[src/rtl/int_pkg.sv]
// int_pkg: shared types and constants for the interrupt sequencer slice
package int_pkg;
  typedef enum logic [1:0] {IDLE, ENTRY, EXIT} seq_state_e;
  localparam logic [2:0] LVL0 = 3'b001;
  localparam logic [2:0] LVL1 = 3'b010;
  localparam logic [2:0] LVL2 = 3'b100;
  localparam logic [31:0] VEC0_DEF = 32'h0000_0100;
  localparam logic [31:0] VEC1_DEF = 32'h0000_0200;
  localparam logic [31:0] VEC2_DEF = 32'h0000_0300;
endpackage

[src/rtl/epc_stack.sv]
// epc_stack: LIFO of return addresses, pointer doubles as occupancy and saturates at both ends
module epc_stack #(
  parameter int ADDR_W = 32,
  parameter int DEPTH = 3,
  parameter int PTR_W = $clog2(DEPTH + 1)
) (
  input  logic              clock,
  input  logic              reset,
  input  logic              push_i,
  input  logic              pop_i,
  input  logic [ADDR_W-1:0] din_i,
  output logic [ADDR_W-1:0] dout_o,
  output logic [PTR_W-1:0]  depth_o,
  output logic              full_o,
  output logic              empty_o
);
  logic [ADDR_W-1:0] stack_q [DEPTH];
  logic [PTR_W-1:0]  ptr_q;
  assign depth_o = ptr_q;
  assign full_o  = ptr_q == PTR_W'(DEPTH);
  assign empty_o = ptr_q == '0;
  assign dout_o  = empty_o ? '0 : stack_q[ptr_q - 1'b1];
  always_ff @(posedge clock) begin
    if (!reset) begin
      for (int i = 0; i < DEPTH; i++) stack_q[i] <= '0;
      ptr_q <= '0;
    end else if (push_i && !full_o) begin
      stack_q[ptr_q] <= din_i;
      ptr_q <= ptr_q + 1'b1;
    end else if (pop_i && !empty_o) begin
      ptr_q <= ptr_q - 1'b1;
    end
  end
endmodule

[src/rtl/interrupt_sequencer.sv]
// interrupt_sequencer: takes interrupts at instruction boundaries, nests EPCs, redirects fetch, returns on eret
module interrupt_sequencer
  import int_pkg::*;
#(
  parameter int ADDR_W = 32,
  parameter logic [ADDR_W-1:0] VEC0 = ADDR_W'(VEC0_DEF),
  parameter logic [ADDR_W-1:0] VEC1 = ADDR_W'(VEC1_DEF),
  parameter logic [ADDR_W-1:0] VEC2 = ADDR_W'(VEC2_DEF),
  parameter int DEPTH = 3,
  parameter int PTR_W = $clog2(DEPTH + 1)
) (
  input  logic              clock,
  input  logic              reset,
  input  logic              interrupted,
  input  logic [2:0]        interruptOut,
  input  logic              instrBoundary,
  input  logic [ADDR_W-1:0] pcNext,
  input  logic              eret,
  output logic              redirect,
  output logic [ADDR_W-1:0] redirectPc,
  output logic              interruptEnd,
  output logic [PTR_W-1:0]  depth,
  output logic              overflow,
  output logic              underflow
);
  seq_state_e        state_q;
  logic              pend_q, redirect_q, int_end_q, ovf_q, unf_q;
  logic [2:0]        pend_lvl_q;
  logic [ADDR_W-1:0] redirect_pc_q, epc;
  logic              full, empty;
  function automatic logic [ADDR_W-1:0] vec_sel(input logic [2:0] l);
    return |(l & LVL2) ? VEC2 : |(l & LVL1) ? VEC1 : VEC0;
  endfunction
  // Boundaries during ENTRY/EXIT belong to the flushed pipeline and are ignored
  wire take_eret = state_q == IDLE && instrBoundary && eret;
  wire take_irq  = state_q == IDLE && instrBoundary && !eret && pend_q;
  wire push      = take_irq && !full;
  wire pop       = take_eret && !empty;
  epc_stack #(.ADDR_W(ADDR_W), .DEPTH(DEPTH), .PTR_W(PTR_W)) u_stack (
    .clock(clock), .reset(reset), .push_i(push), .pop_i(pop), .din_i(pcNext),
    .dout_o(epc), .depth_o(depth), .full_o(full), .empty_o(empty)
  );
  always_ff @(posedge clock) begin
    if (!reset) begin
      state_q       <= IDLE;
      pend_q        <= 1'b0;
      pend_lvl_q    <= '0;
      redirect_q    <= 1'b0;
      redirect_pc_q <= '0;
      int_end_q     <= 1'b0;
      ovf_q         <= 1'b0;
      unf_q         <= 1'b0;
    end else begin
      state_q    <= pop ? EXIT : push ? ENTRY : IDLE;
      redirect_q <= pop || push;
      int_end_q  <= pop;
      if (pop) redirect_pc_q <= epc;
      else if (push) redirect_pc_q <= vec_sel(pend_lvl_q);
      if (take_eret && empty) unf_q <= 1'b1;
      if (take_irq && full) ovf_q <= 1'b1;
      if (take_irq) pend_q <= 1'b0;
      // A pulse on the same edge as a take survives: it is the next level to serve
      if (interrupted && |interruptOut) begin
        pend_q     <= 1'b1;
        pend_lvl_q <= interruptOut;
      end
    end
  end
  assign redirect     = redirect_q;
  assign redirectPc   = redirect_pc_q;
  assign interruptEnd = int_end_q;
  assign overflow     = ovf_q;
  assign underflow    = unf_q;
endmodule

[config.mk]
export PLATFORM = sky130hd
export DESIGN_NAME = interrupt_sequencer
export DESIGN_NICKNAME = d
export VERILOG_FILES = /design/src/rtl/int_pkg.sv /design/src/rtl/epc_stack.sv /design/src/rtl/interrupt_sequencer.sv
export SDC_FILE = /design/constraint.sdc
export NUM_CORES = 1
export LEC_CHECK = 0
export ABC_AREA = 1
export BUFFER_PORTS_ARGS = -buffer_cell sky130_fd_sc_hd__buf_2
export CAP_MARGIN = 20
export CORE_MARGIN = 2
export CORE_UTILIZATION = 30
export CTS_CLUSTER_SIZE = 14
export DETAILED_ROUTE_END_ITERATION = 8
export HOLD_SLACK_MARGIN = 0.12
export PLACE_DENSITY = 0.51
export SYNTH_ARGS = -nofsm -noshare
export SYNTH_HDL_FRONTEND = slang
export SYNTH_SLANG_ARGS = --single-unit
[constraint.sdc]
create_clock -name clock -period 2.55 [get_ports clock]
set_input_delay 0.1275 -clock clock [delete_from_list [all_inputs] [get_ports clock]]
set_output_delay 0.1275 -clock clock [all_outputs]
set_load 0.02 [all_outputs]
; After elaboration in Yosys (flattened, before gate mapping)
; Memories as Yosys holds them, arrays and structs flattened.
; Index checks and enable logic that the tools add are counted.
[word_totals]
reg_bits = 44
ram_bits = 96
inputBits = 40
elab_cells = 56
mem_count = 1
[op_classes]
n_addsub = 2
n_eq_ne = 1
muxes = 18
bitwise = 1
reduce_logical = 23
[memory_table]
columns = memory, words, width, read_ports, rd_ports_with_merged_regs, wr, line
row1 = u_stack.stack_q, 3, 32, 1, 0, 3, epc_stack.sv:17  ; logic [ADDR_W-1:0] stack_q [DEPTH];
[op_table]
columns = cell, count
row1 = two-way mux 32 bit, 4
row2 = OR reduction 32 bit, 1
row3 = two-way mux 10 bit, 2
row4 = logical AND 1 bit, 11
row5 = two-way mux 1 bit, 8
row6 = two-way mux 2 bit, 4
row7 = nonzero test 2 bit, 3
row8 = logical NOT 2 bit, 2
row9 = logical NOT 1 bit, 3
row10 = OR reduction 3 bit, 1
row11 = "adder 2 x 1 -> 2 bit, second input constant", 1
row12 = "== test 2 bit, second input constant", 1
row13 = OR reduction 2 bit, 1
row14 = "subtractor 2 x 1 -> 2 bit, second input constant", 1
row15 = logical OR 1 bit, 1
row16 = inverter 1 bit, 1

; Longest topological paths before layout
; Gate-level depths: netlist (run 1).
[logic_depth]
depth_word = 11
depth_mapped = 12
depth_no_buf = 9

; Cells and area by module
; From an unflattened synthesis (run 1), not the netlist that was laid out.
[hier_totals]
cells_unflattened = 840
area_unflattened_um2 = 7674.9
[modules_own_cells]
columns = module, instances, cells_per_inst, area_each_um2
row1 = epc_stack, 1, 644, 6073.3
row2 = interrupt_sequencer, 1, 196, 1601.5

; Worst setup path before layout (run 1)
; OpenSTA, ideal clock, no wires.
[synth_path]
path_type = reg2reg
start = register u_stack.ptr_q[0] (netlist: u_stack.depth_o[0])
end = memory u_stack.stack_q[0][0] (enable)
setup_ps = 478
t_arrival_ps = 1957
t_required_ps = 2072
setup_slack_ps = 115
path_stages_with_launch = 8
n_path_buf = 3
synth_period_minus_slack_ps = 2435
path_cell_list = dfxtp_1 > inv_1 > buf_2 > buf_2 > ha_1 > nand2_4 > buf_6 > nand2_1
[synth_lines]
columns = item, line
row1 = start: declaration, epc_stack.sv:18  ; logic [PTR_W-1:0] ptr_q;
row2 = start signal: assignment, epc_stack.sv:29  ; ptr_q <= ptr_q + 1'b1;
row3 = start signal: assignment, epc_stack.sv:31  ; ptr_q <= ptr_q - 1'b1;
row4 = end: declaration, epc_stack.sv:17

; Final worst setup path (run 1)
[layout_path]
start = register u_stack.ptr_q[1] (netlist: u_stack.depth_o[1])
end = register redirect_pc_q[12] (netlist: redirectPc[12])
[layout_via]
elab_chain_cells = 4
word_cells_on_any_way = 11
classes_between = 1 x add/sub / 1 x eq/ne / 2 x mux / 6 x reduce/logical / 1 x memory
[layout_lines]
columns = item, line
row1 = "subtractor 2 x 1 -> 2 bit, or another cell as far along", epc_stack.sv:22  ; assign dout_o = empty_o ? '0 : stack_q[ptr_q - 1'b1];
row2 = "memory (3 x 32 bit), or another cell as far along", n/a
row3 = "two-way mux 32 bit, or another cell as far along", epc_stack.sv:22
row4 = two-way mux 32 bit / nonzero test 2 bit (equally long branches), n/a
row5 = end signal: assignment, interrupt_sequencer.sv:57  ; if (pop) redirect_pc_q <= epc;
row6 = end signal: assignment, interrupt_sequencer.sv:58  ; else if (push) redirect_pc_q <= vec_sel(pend_lvl_q);
row7 = end: declaration, interrupt_sequencer.sv:29  ; logic [ADDR_W-1:0] redirect_pc_q, epc;
; Parallel ways exist; a longest one is shown, timed or not.
; A chain may end at the register's enable or synchronous reset.

==> key figures, run 1 <==
Run status
  • Status: finished clean

Synthesis
  • Syn_area_per_cell: 9.91 sq um
  • Seq/Total Area, Yosys: 0.657
  • FF+latch count, synth: 170
  • Commonest cells in the netlist: nand2_1, nor2_1, edfxtp_1, inv_1, a21oi_1
  • Synth unique cells: 24
  • FFs w/ async S/R, synth: 0
  • Post-synth top area cell: edfxtp_1
  • Synthesized area: 7130 sq um
  • Post-Syn Instances: 720
  • Syn. warnings: 0
  • EDFF count, synth: 128
  • Main synth FF type: edfxtp_1
  • Synth top area share: 0.539
  • Dominant cells by area after synthesis: edfxtp_1, dfxtp_1, nand2_1

Layout
  • Inserted Diodes: 0
  • Final Util: 0.381
  • Sequential cell area: 4690 sq um
  • Post-layout instance area: 8920 sq um
  • # nets final: 909
  • Area of the multi-input gates: 2080 sq um
  • Share of cells above drive strength 1: 0.155
  • Area delta synth->final: 25.1%
  • Filler Cells Inserted: 2395

Placed design
  • Cell Area, Placed: 7960 sq um
  • Buffers on Ports: 77
  • Placer congestion estimate: 0.702
  • DP HPWL: 10300 um

Power and ir drop
  • Switch share: 0.240
  • Comb power frac: 0.100
  • Internal power: 4.76 mW
  • Total design power: 6.27 mW
  • Clock group share of total power: 0.398
  • VDD IR max: 0.377 mV
  • Sequential power share: 0.502
  • PD cells: 702 nW/um^2
  • Switching Power: 1.50 mW
  • Leak pwr: 3.86 nW

Job
  • Max_cap viols: 0

Clocking
  • CTS tree: built
  • Worst-Skew Late Latency: 0.42 ns
  • Root Driver: clkbuf_16
  • CTS sink cnt: 170
  • H-tree depth: 4
  • Max clock buf depth: 2
  • Clock Pin Slew Worst Setup and Hold Paths: 0.06 ns
  • CTS resizes: 0
  • Cts bufs inserted: 17

Route
  • Detailed Route Iter0 Violations: 381
  • Total wire length: 16800 um
  • Routed wire per std cell: 14.0 um
  • TritonRoute pass-1 iters: 5
  • Post-DRT Antenna Nets: 0
  • Via count: 5202
  • DR DRC count: 0
  • Post-DR vias/cell: 4.35

Worst setup path
  • R2R depth: 9
  • CP Capture Type: register
  • Worst R2R Setup Slack: 0.45 ns
  • Slowest-stage cell, CP: inv_1
  • Worst path required time: 2.91 ns
  • Worst EP arrival: 2.46 ns
  • Crit path kind: reg2reg
  • Worst-path fanout max: 18
  • Startpoint Class: register
  • Worst-path cell chain: inv_1, ha_1, inv_1, nand4_1, inv_2, nand2_1, inv_1, o21ai_0, nand2_1
  • Most common cell on crit path: inv_1
  • Worst reg2reg path endpoint: redirectPc[12]$_SDFFE_PN0P_
  • Max incr delay on CP: 0.49 ns
  • R2r startpoint: u_stack.depth_o[1]$_SDFFE_PN0P_

Timing
  • Slew @ Worst Pin: 0.653 ns
  • Max-slew violations: 0
  • Hold Violations, Final: 0
  • Max Clock Freq: 476 MHz
  • Tcrit/Tclk final: 0.824
  • RSZ-0062 raised after global routing: no
  • Setup TNS: 0 ns
  • Minimum clock period: 2.10 ns
  • Final setup fails: 0
  • Worst slew margin: 0.564
  • Final Skew: 0.00705 ns

Hold path
  • Hold Path Class: in2reg
  • Cells on Worst Hold Path: 5
  • Worst Hold End: state_q[0]$_SDFF_PP0_
  • Worst Hold Launch: instrBoundary

GRT
  • Total track usage: 0.142
  • Largest net degree at the start of global routing: 58
  • Vias in the first global route: 5040
  • Gr ovfl total: 0
  • Initial antenna violation count: 0
  • First-pass GRT wire length: 26600 um

Die
  • Site Rows: 56
  • Top-Level Pins: 78
  • Initial Utilization: 0.305
  • Die X: 158 um
  • Die ar.: 25000 sq um
  • Die height: 158 um
  • Core ar.: 23400 sq um
==> power by group through the flow <==
stage | clock network (mW) | registers (mW) | logic, mW
2_1_floorplan | 0 | 3.22 | 0.342
3_3_place_gp | 0 | 3.20 | 0.585
3_5_place_dp | 0 | 3.20 | 0.588
4_1_cts | 2.55 | 3.14 | 0.637
5_1_grt | 2.66 | 3.16 | 0.713
6_report | 2.50 | 3.14 | 0.626
==> worst max-delay path by stage <==
stage	cells past startpoint	slack [ns]	endpoint	from
4_1_cts	5	0.43	u_stack.stack_q[1][2]$_SDFFCE_PN0P_	u_stack.depth_o[0]$_SDFFE_PN0P_
5_1_grt	9	0.16	redirectPc[30]$_SDFFE_PN0P_	u_stack.depth_o[1]$_SDFFE_PN0P_
3_3_place_gp	5	0.43	u_stack.stack_q[1][29]$_SDFFCE_PN0P_	u_stack.depth_o[0]$_SDFFE_PN0P_
6_report	9	0.45	redirectPc[12]$_SDFFE_PN0P_	u_stack.depth_o[1]$_SDFFE_PN0P_
2_1_floorplan	7	0.12	u_stack.stack_q[0][0]$_SDFFCE_PN0P_	u_stack.depth_o[0]$_SDFFE_PN0P_
3_5_place_dp	5	0.44	u_stack.stack_q[1][29]$_SDFFCE_PN0P_	u_stack.depth_o[0]$_SDFFE_PN0P_
==> cell families after synthesis <==
kind of cell,count (synthesis),synth area share
adders and majority gates,4,0.00702
buffers and inverters,107,0.0687
AOI/OAI and AO/OA,98,0.0723
and+or+nand+nor,340,0.195
DFF,170,0.657
other,1,0.000526
==> layer usage <==
| layer | GRT usage | up-vias | routed length [um] |
|---|---|---|---|
| li1 | - | 2619 | - |
| met1 | 0.189 | 2464 | 7940 |
| met2 | 0.229 | 111 | 7870 |
| met3 | 0.0361 | 8 | 878 |
| met4 | 0.0386 | 0 | 124 |
| met5 | 0 | - | 0 |
==> state kept, by name (all words and copies together), names as in the netlist <==
signal,flops
redirectPc,32
pend_q,1
pend_lvl_q,2
u_stack.depth_o,2
state_q,2
u_stack.stack_q,128
overflow,1
underflow,1
redirect,1
==> cell usage in the layout, fill, tap and decap left out, drive strengths merged, types with 4 or more instances in the layout <==
cell type,instances
nand2,149
nor2,148
edfxtp,128
buf,97
inv,64
a21oi,50
dfxtp,42
nand3,39
dlygate4sd3,39
o21ai,38
conb,32
clkbuf,22
o211ai,10
clkinv,6
clkinvlp,5
ha,4
==> critical path: cells and delay by family (launching register included) <==
family,cells,cell delay [ns]
compound gates,1,0.21
fa+ha+maj,1,0.24
buf+inv,4,0.87
simple gates,3,0.32
flops,1,0.39
==> layout make-up <==
class / instances / share of cell area
sequential: 170 / 0.525
clock buffer: 22 / 0.0544
multi-input combinational: 474 / 0.233
tap: 319 / 0.0447
inverter: 66 / 0.0278
clock inverter: 10 / 0.0102
timing repair buffer: 136 / 0.105
==> per-stage QoR <==
step                setup WS [ns]  hold slack [ns]  std cells
CTS                         0.427            0.120       1197
detailed placement          0.438            0.322       1126
floorplan                   0.115            0.226        751
finish                      0.449            0.144       1197
global placement            0.430            0.321       1126
global route                0.160            0.167       1197
==> timing repair <==
item                                   in CTS  in global routing
hold buffers                               39                  0
buffers inserted                            0                  0
endpoints found under the hold margin     135                  0
Note: power is estimated with default switching activity, not from simulation.
==> inputs of run 2 (changes only) <==
--- a/config.mk
+++ b/config.mk
@@ -13,7 +13,7 @@
 export CTS_CLUSTER_SIZE = 14
 export DETAILED_ROUTE_END_ITERATION = 8
 export HOLD_SLACK_MARGIN = 0.12
-export PLACE_DENSITY = 0.51
+export PLACE_DENSITY = 0.53
 export SYNTH_ARGS = -nofsm -noshare
 export SYNTH_HDL_FRONTEND = slang
 export SYNTH_SLANG_ARGS = --single-unit
==> constraint.sdc (replaced) <==
create_clock -name clock -period 1.7 [get_ports clock]
set_input_delay 0.085 -clock clock [delete_from_list [all_inputs] [get_ports clock]]
set_output_delay 0.085 -clock clock [all_outputs]
set_load 0.02 [all_outputs]
==> run 2 against run 1 <==
Effect of this change:
- cell area is 3.1% higher
- setup slack worse by 0.38 ns
- combinational power is 61% higher
- routed wire length is 0.80% lower
- power is 55% higher
- via count hardly changed
- critical path type is now in2reg
==> key figures, run 2 (synthesis gave the netlist of run 1 again) <==
Power and ir drop
  • Total design power: 9.71 mW (+55%)
  • VDD IR max: 0.704 mV (+87%)
  • Leak pwr: 3.97 nW (+2.8%)
  • PD cells: 1060 nW/um^2 (+50%)

Clocking
  • Root Driver: clkbuf_16
  • Max clock buf depth: 2 (unchanged)
  • Cts bufs inserted: 17 (unchanged)
  • Worst-Skew Late Latency: 0.43 ns (about the same)
  • Post CTS Setup Buffer Count: 0 (unchanged)
  • CTS sink cnt: 170 (unchanged)
  • Clock Pin Slew Worst Setup and Hold Paths: 0.07 ns (about the same)
  • H-tree depth: 4 (unchanged)
  • CTS tree: built

Timing
  • Max-slew violations: 0 (unchanged)
  • Hold Violations, Final: 0 (unchanged)
  • Final Skew: 0.00996 ns (+0.00291 ns)
  • Tcrit/Tclk final: 0.961
  • Hold_ws: 0.377 ns (+0.233 ns)
  • Final setup fails: 0 (unchanged)
  • Minimum clock period: 1.63 ns
  • Max Clock Freq: 612 MHz
  • RSZ-0062 raised after global routing: no
  • Post-layout worst setup margin: 0.0663 ns (-0.383 ns)

GRT
  • Vias in the first global route: 5129 (+1.8%)
  • Gr ovfl total: 0 (unchanged)
  • First-pass GRT wire length: 26800 um (+0.54%)
  • Initial antenna violation count: 1 (+1)
  • Total track usage: 0.140 (-0.00166)
  • Largest net degree at the start of global routing: 75 (+29%)

Hold path
  • Hold Path Class: in2reg
  • Worst Hold Launch: pcNext[20]

Placed design
  • Place WS: 0.0334 ns (-0.404 ns)
  • Buffers on Ports: 77 (unchanged)
  • Cell Area, Placed: 8130 sq um (+2.2%)
  • Placer congestion estimate: 0.724 (+3.1%)
  • DP HPWL: 10500 um (+2.5%)

Worst setup path
  • Most common cell on crit path: dlygate4sd3_1
  • Startpoint Class: input pin
  • Worst EP arrival: 1.95 ns (-0.51 ns)
  • R2r startpoint: state_q[1]$_SDFF_PN0_
  • Worst Setup SP: interruptOut[1]
  • Crit path kind: in2reg
  • CP delay by family, top: buffers and inverters
  • Worst-path fanout max: 2 (-16)
  • Worst path required time: 2.02 ns (-0.89 ns)
  • Max incr delay on CP: 0.55 ns (+0.06 ns)
  • CP bufs+invs: 4 (unchanged)
  • Worst-path cell chain: dlygate4sd3_1, buf_2, nand2_1, dlygate4sd3_1, a21oi_1, dlygate4sd3_1
  • CP Capture Type: register
  • Slowest-stage cell, CP: dlygate4sd3_1

Route
  • Top routing layer in use: met4
  • Total wire length: 16700 um (-0.80%)
  • DR DRC count: 0 (unchanged)
  • Detailed Route Iter0 Violations: 427 (+12%)
  • M1 wire length: 7950 um (+0.16%)
  • DR WL met3: 671 um (-24%)
  • TritonRoute pass-1 iters: 5 (unchanged)
  • Via count: 5203 (+0.019%)
  • Post-DR vias/cell: 4.30 (-0.97%)
  • WL met2: 7860 um (-0.18%)
  • Routed wire per std cell: 13.8 um (-1.8%)
  • Post-DRT Antenna Nets: 0 (unchanged)

Die
  • Die height: 158 um (unchanged)
  • Top-Level Pins: 78 (unchanged)
  • Initial Utilization: 0.305 (unchanged)
  • Die X: 158 um (unchanged)
  • Die ar.: 25000 sq um (unchanged)
  • Site Rows: 56 (unchanged)
  • Core ar.: 23400 sq um (unchanged)

Layout
  • Final Util: 0.393 (+0.0119)
  • Most frequent cells in the layout: nor2_1, nand2_1, edfxtp_1
  • Area delta synth->final: 29.0%
  • Share of cells above drive strength 1: 0.173 (+0.0183)
  • # nets final: 920 (+1.2%)
  • Max FFs per register: 128 (unchanged)
  • Most flop-heavy register: u_stack.stack_q
  • Commonest non-fill, non-tap cell in the layout: nor2_1
  • Post-layout instance area: 9200 sq um (+3.1%)

Job
  • Max_cap viols: 0 (unchanged)

Run status
  • Status: finished clean
[run 2: changes by cell type in the layout (fill, tap and decap cells not counted), sizes merged]
cell,change
buf,+5
bufinv,+1
clkbuf,-5
clkinv,-5
clkinvlp,-3
diode,+1
dlygate4sd3,+6
inv,+12
[run 2: worst reg2reg max path: cells and delay by family, from the launching register on]
family / cells / cell delay [ns]
simple gates: 6 / 0.89
flops: 1 / 0.33
buf+inv: 1 / 0.05
[run 2: repair_timing]
action                                  in CTS  in global routing
resized for setup                            0                  6
endpoints found under the setup margin       0                161
hold endpoints to repair                   135                  0
hold buffers                                45                  0
[run 2: cell type report]
type                    count  area (sq um)
flip-flops and latches    170          4690
multi-input cells         474          2140
inverters                  66           258
fillers                  2371         14200
diodes                      1          2.50
clock inverters            15           178
repair buffers            147          1110
clock buffers              17           425
well taps                 319           399
[run 2: metrics by stage]
step | setup TNS (ns) | instances
floorplan | -2.05 | 751
global placement | 0 | 1131
detailed placement | 0 | 1131
CTS | 0 | 1208
global route | 0 | 1208
finish | 0 | 1209
[run 2: path summary, 6_finish.rpt]
| check | to | slack, ns | cells after the start |
|---|---|---|---|
| max | pend_lvl_q[1]$_SDFFE_PN0P_ | 0.07 | 6 |
| min | u_stack.stack_q[3][20]$_DFFE_PP_ | 0.38 | 2 |
| max reg2reg | u_stack.stack_q[2][17]$_SDFFCE_PN0P_ | 0.10 | 7 |
| min reg2reg | underflow$_SDFFE_PN0P_ | 0.45 | 2 |
[run 2: where the power goes]
group | leakage, nW | internal, mW | switching [mW]
logic | 2.03 | 0.373 | 0.633
registers | 1.65 | 4.65 | 0.0658
clock network | 0.293 | 2.23 | 1.76
total | 3.97 | 7.26 | 2.45
[run 2: layer usage]
| layer | track usage | vias up |
|---|---|---|
| li1 | - | 2656 |
| met1 | 0.184 | 2428 |
| met2 | 0.232 | 105 |
| met3 | 0.0285 | 14 |
| met4 | 0.0438 | 0 |
| met5 | 0 | - |
